File: config.mk
export PLATFORM = sky130hd
export DESIGN_NAME = sr_scan_display_driver
export DESIGN_NICKNAME = d
export VERILOG_FILES = /design/src/rtl/sr_scan_display_driver.sv
export SDC_FILE = /design/constraint.sdc
export NUM_CORES = 1
export LEC_CHECK = 0
export ABC_AREA = 1
export CAP_MARGIN = 20
export CORE_UTILIZATION = 45
export DETAILED_ROUTE_END_ITERATION = 16
export MAX_ROUTING_LAYER = met4
export PLACE_DENSITY = 0.65
export SETUP_SLACK_MARGIN = 0.15
export SLEW_MARGIN = 20
export SYNTH_ARGS = -nofsm -noshare
export SYNTH_HDL_FRONTEND = slang
export SYNTH_SLANG_ARGS = --single-unit
export TNS_END_PERCENT = 5
File: constraint.sdc
create_clock -name clk -period 1.5 [get_ports clk]
set_input_delay 0.45 -clock clk [delete_from_list [all_inputs] [get_ports clk]]
set_output_delay 0.45 -clock clk [all_outputs]
set_load 0.05 [all_outputs]
File: src/rtl/sr_scan_display_driver.sv
// Multiplexed 7-segment driver for a two-byte 74HC595 chain (segment byte, then digit-select byte).
// Each refresh slot serialises one 16-bit frame for the current digit on sclk/dio, then pulses rclk.
module sr_scan_display_driver #(
    parameter int clk_mhz        = 100,
    parameter int sclk_khz       = 1000,
    parameter int refresh_hz     = 1000,
    parameter int w_digit        = 4,
    parameter int seg_active_low = 0,
    parameter int sel_active_low = 0,
    parameter int lsb_first      = 0
) (
    input  logic                   clk,
    input  logic                   rst_n,
    input  logic [4*w_digit-1:0]   number,
    input  logic [w_digit-1:0]     dots,
    input  logic [w_digit-1:0]     digit_en,
    output logic                   sclk,
    output logic                   rclk,
    output logic                   dio,
    output logic                   busy,
    output logic                   frame_done,
    output logic                   overrun
);

    localparam int HALF   = clk_mhz * 1000 / (2 * sclk_khz);
    localparam int SLOT   = clk_mhz * 1000000 / (refresh_hz * w_digit);
    localparam int HALF_W = (HALF > 1) ? $clog2(HALF) : 1;
    localparam int SLOT_W = (SLOT > 1) ? $clog2(SLOT) : 1;
    localparam int IDX_W  = (w_digit > 1) ? $clog2(w_digit) : 1;

    typedef enum logic [2:0] {
        S_IDLE, S_LOAD, S_SHIFT_LO, S_SHIFT_HI, S_LATCH
    } state_t;

    state_t state, state_nx;

    logic [SLOT_W-1:0] slot_cnt;
    logic [HALF_W-1:0] half_cnt;
    logic [3:0]        bit_cnt;
    logic [IDX_W-1:0]  idx;
    logic              pending;
    logic [15:0]       sh;
    logic              tick;
    logic              half_done;
    logic [3:0]        digit;
    logic [7:0]        seg;
    logic [7:0]        sel;
    logic [15:0]       frame_c;

    assign tick      = (slot_cnt == SLOT_W'(SLOT - 1));
    assign half_done = (half_cnt == HALF_W'(HALF - 1));

    function automatic logic [7:0] seg_map(input logic [3:0] h);
        case (h)
            4'h0: seg_map = 8'hFC;  4'h1: seg_map = 8'h60;
            4'h2: seg_map = 8'hDA;  4'h3: seg_map = 8'hF2;
            4'h4: seg_map = 8'h66;  4'h5: seg_map = 8'hB6;
            4'h6: seg_map = 8'hBE;  4'h7: seg_map = 8'hE0;
            4'h8: seg_map = 8'hFE;  4'h9: seg_map = 8'hF6;
            4'hA: seg_map = 8'hEE;  4'hB: seg_map = 8'h3E;
            4'hC: seg_map = 8'h9C;  4'hD: seg_map = 8'h7A;
            4'hE: seg_map = 8'h9E;  default: seg_map = 8'h8E;
        endcase
    endfunction

    // Blanking clears the dot too; polarity inversion comes last so a blanked digit is truly dark.
    always_comb begin
        digit = number[4*idx +: 4];
        seg   = seg_map(digit) | {7'b0, dots[idx]};
        if (!digit_en[idx]) seg = 8'h00;
        if (seg_active_low != 0) seg = ~seg;
        sel = 8'h01 << idx;
        if (sel_active_low != 0) sel = ~sel;
        frame_c = {seg, sel};
    end

    always_comb begin
        state_nx = state;
        case (state)
            S_IDLE:     if (tick || pending) state_nx = S_LOAD;
            S_LOAD:     state_nx = S_SHIFT_LO;
            S_SHIFT_LO: if (half_done) state_nx = S_SHIFT_HI;
            S_SHIFT_HI: if (half_done) state_nx = (bit_cnt == 4'd15) ? S_LATCH : S_SHIFT_LO;
            S_LATCH:    if (half_done) state_nx = S_IDLE;
            default:    state_nx = S_IDLE;
        endcase
    end

    always_ff @(posedge clk or negedge rst_n) begin
        if (!rst_n) begin
            state    <= S_IDLE;
            slot_cnt <= '0;
            half_cnt <= '0;
            bit_cnt  <= '0;
            idx      <= '0;
            pending  <= 1'b0;
            sh       <= '0;
        end else begin
            state    <= state_nx;
            slot_cnt <= tick ? '0 : slot_cnt + 1'b1;
            if (state_nx != state)
                half_cnt <= '0;
            else if (state == S_SHIFT_LO || state == S_SHIFT_HI || state == S_LATCH)
                half_cnt <= half_cnt + 1'b1;
            if (state == S_LOAD)
                bit_cnt <= '0;
            else if (state == S_SHIFT_HI && half_done)
                bit_cnt <= bit_cnt + 1'b1;
            // A pending request meeting a fresh tick in IDLE keeps pending set, so neither is lost.
            if (state == S_IDLE) begin
                if (tick || pending) pending <= pending && tick;
            end else if (tick) begin
                pending <= 1'b1;
            end
            if (state == S_LOAD)
                sh <= (lsb_first != 0) ? (frame_c >> 1) : (frame_c << 1);
            else if (state == S_SHIFT_HI && half_done && bit_cnt != 4'd15)
                sh <= (lsb_first != 0) ? (sh >> 1) : (sh << 1);
            if (state == S_LATCH && half_done)
                idx <= (idx == IDX_W'(w_digit - 1)) ? '0 : idx + 1'b1;
        end
    end

    // Pin outputs are registered from the next state so the 595 chain never sees decode glitches.
    always_ff @(posedge clk or negedge rst_n) begin
        if (!rst_n) begin
            sclk       <= 1'b0;
            rclk       <= 1'b0;
            dio        <= 1'b0;
            busy       <= 1'b0;
            frame_done <= 1'b0;
            overrun    <= 1'b0;
        end else begin
            sclk       <= (state_nx == S_SHIFT_HI);
            rclk       <= (state_nx == S_LATCH);
            busy       <= (state_nx != S_IDLE);
            frame_done <= (state == S_LATCH) && half_done;
            overrun    <= tick && (state != S_IDLE) && pending;
            if (state == S_LOAD)
                dio <= (lsb_first != 0) ? frame_c[0] : frame_c[15];
            else if (state == S_SHIFT_HI && half_done && bit_cnt != 4'd15)
                dio <= (lsb_first != 0) ? sh[0] : sh[15];
        end
    end

endmodule
==> metrics <==
later-pin clock latency in the skew report 300 ps; Fin Hold WS 66.36 ps; R2R cell count 9; layout cell share with drive strength beyond 1 0.3163; syn avg cell area 7.732 um^2; Via Count 2,759; core area 6459 um^2; CP required 1720 ps; crit path DAT 1860 ps; area grow syn2layout 38.33%; Min-Delay Path Class primary input to async pin; CP Launch Type register; Max-Slew Margin vs Limit 0.7214; Die ar. 7138 um^2; RR Startpoint half_cnt[1]$_DFFE_PN0P_; Final Slew Violations 0; Final Util 0.6558; Max Freq 0.6078 GHz; vias in the first global route 2,837; pwr/cell area 598.6 nW/um^2; post-route cell area 4235 um^2; Sink Count 52; Mapped Cells 396; CP peak stage delay 390 ps; number of flops mapped to enable cells by yosys 0; drt wl/cell 11.95 um; VDD IR max 0.4340 mV; status complete, but fails checks; routability cong. 0.8434; Layout Skew 10.79 ps; count of different cell masters after synthesis 37; initial antenna violation count 0; Reg2Reg Setup Slack -150 ps; CP Buf/Inv Count 2; TritonCTS clock tree yes; FF+latch count, synth 52; total power 0.002535 W; sequential element share of the synthesized area 0.4250; initial core utilization 0.4740; Cell Chain, Critical Path inv_1 > ha_2 > nand2_2 > nor3_4 > nand2_4 > nand2_8 > nand2_8 > buf_12 > o31ai_2; Mapped Nets 435; drc violations 0; Ant. Diodes 0; Max Buffers Root-to-Sink 2; Final Hold Viols 0; Max-cap violations 0; Worst setup EP type register; hpwl dp 4971 um; H-Tree Depth 2; CP max stage cell dfrtp_1; RSZ-0062 raised after global routing yes; Pre-antenna DRT Iters 4; largest net degree at the start of global routing 21; DP Area 3817 um^2; ys async rst share 1.000; Hold-fix buffers, CTS 0; All-Layer GR Usage 0.2090; Remaining Overflow, GRT 0; DRT antenna net count 0; CP top delay family simple AND/OR/NAND/NOR gates; setup violators final 28; period utilisation layout 1.097; reg-to-reg endpoint sh[6]$_DFFE_PN0P_; die height 84.49 um; CTS Buf Count 5; failing checks setup timing; crit-path max FO 6; Synth Cell Area 3062 um^2; Setup WS post-layout -145.4 ps; NumNets Final 509; die width 84.49 um; clk slew on worst S/H paths 100 ps; Root Buffer clkbuf_8; CP Class register to register; synth warn 0; CP dominant cell by count nand2_8; slew of the pin with the lowest slew margin 417.9 ps; Starting DRT DRC Count 73; number of I/O port buffers 31; final worst path period need 1645 ps; # rows 29; Leak Pwr 1.960 nW; Ports 32; fillers 571; global-route wire length before repair 11,930 um; Post-synth top flop dfrtp_1; non-filler instance count after layout 548; placed cells 537; final WL 6550 um; DR vias/cell 5.035
Yosys cell counts (2+ instances only):
cell / number / share of area
nand2_4: 4 / 0.015
xor2_1: 5 / 0.014
o21ai_0: 19 / 0.031
nor2_1: 54 / 0.066
xnor2_1: 3 / 0.0086
ha_1: 13 / 0.053
nand2_2: 2 / 0.0041
buf_4: 2 / 0.0049
nand3_1: 38 / 0.062
nand4_1: 5 / 0.010
o21ai_1: 4 / 0.0065
a21oi_1: 18 / 0.029
inv_2: 7 / 0.0086
nand3_2: 2 / 0.0065
inv_1: 42 / 0.051
dfrtp_1: 52 / 0.43
a21oi_2: 6 / 0.017
nor3_1: 7 / 0.011
nor2_2: 7 / 0.014
clkbuf_1: 2 / 0.0025
a31oi_1: 4 / 0.0082
nand2_1: 85 / 0.10
worst reg2reg max path: cells and delay by family, from the launching register on:
kind	cells	cell delay (ps)
and+or+nand+nor	5	610
DFF	1	390
buffers and inverters	2	220
adders and majority gates	1	170
AOI/OAI and AO/OA	1	170
final cells by class:
cell class	instances	area (um^2)	share of cell area
multi-input cells	287	1782	0.4207
flip-flops and latches	52	1304	0.3078
repair buffers	72	725.7	0.1713
inverters	51	211.5	0.04993
well taps	77	96.34	0.02275
clock buffers	6	72.57	0.01713
clock inverters	2	35.03	0.008272
repair inverters	1	8.758	0.002068
what timing repair did:
action | CTS | global route
pin swaps | 24 | 11
endpoints found under the hold margin | 0 | 0
buffers inserted | 1 | 0
gates resized for setup | 57 | 26
endpoints found under the setup margin | 44 | 49
cloned | 2 | 0
report_power, final:
group,switching (W),internal (W)
combinational,0.0000932,0.0000985
sequential,0,0.00140
clock,0.000447,0.000496
total,0.000541,0.00199
sequential cells by signal, indices dropped and copies added, names as in the netlist:
name	count
half_cnt	6
state	3
overrun	1
busy	1
rclk	1
pending	1
sh	15
sclk	1
frame_done	1
bit_cnt	4
slot_cnt	15
dio	1
idx	2
routing by layer:
| layer | GRT usage | share of wire |
|---|---|---|
| met1 | 0.2375 | 0.44 |
| met2 | 0.3910 | 0.52 |
| met3 | 0.02655 | 0.024 |
| met4 | 0.04622 | 0.012 |
| met5 | - | 0 |
cells in the final DEF (no fill, tap or decap), types with 2 or more instances in the layout:
cell type	synthesis	final
inv_4	0	5
a21oi_2	6	10
nor2_4	1	5
a31oi_1	4	4
nor3_2	0	3
nand2_4	4	10
nor2_2	7	12
nand3_1	38	28
a21oi_1	18	14
dfrtp_2	0	2
inv_1	42	35
xnor2_1	3	3
buf_6	1	4
nand2_8	0	2
xor2_1	5	5
nand4_1	5	5
dfrtp_1	52	50
inv_2	7	9
buf_12	1	9
clkdlybuf4s50_1	0	24
nand3_2	2	11
nand2_1	85	68
clkbuf_8	0	5
nand2_2	2	12
ha_2	0	3
nor3_1	7	4
o21ai_0	19	15
ha_4	0	2
nor2_1	54	45
ha_1	13	8
buf_4	2	34
o21ai_2	1	3
o21ai_1	4	6
per-stage QoR:
stage / TNS (ps) / setup slack [ps]
finish: -1932 / -145.4
global placement: -3920 / -415.9
detailed placement: -4908 / -436.0
floorplan: -448.2 / -71.95
global route: -6313 / -301.2
CTS: -2112 / -138.8
cells by family after synthesis:
kind of cell	Yosys count	share of synthesized area
buf+inv	58	0.08337
fa+ha+maj	13	0.05313
simple gates	209	0.3090
xor+xnor	8	0.02289
compound gates	56	0.1067
flops	52	0.4250
worst max-delay path by stage:
stage / start / end / slack, ps / cells past startpoint
floorplan: idx[0]$_DFFE_PN0P_ / sh[13]$_DFFE_PN0P_ / -70 / 10
global placement: number[9] / sh[13]$_DFFE_PN0P_ / -420 / 9
detailed placement: number[13] / sh[13]$_DFFE_PN0P_ / -440 / 9
CTS: half_cnt[1]$_DFFE_PN0P_ / sh[6]$_DFFE_PN0P_ / -140 / 9
global route: half_cnt[1]$_DFFE_PN0P_ / sh[6]$_DFFE_PN0P_ / -300 / 9
finish: half_cnt[1]$_DFFE_PN0P_ / sh[6]$_DFFE_PN0P_ / -150 / 9
Note: power is estimated with default switching activity, not from simulation.
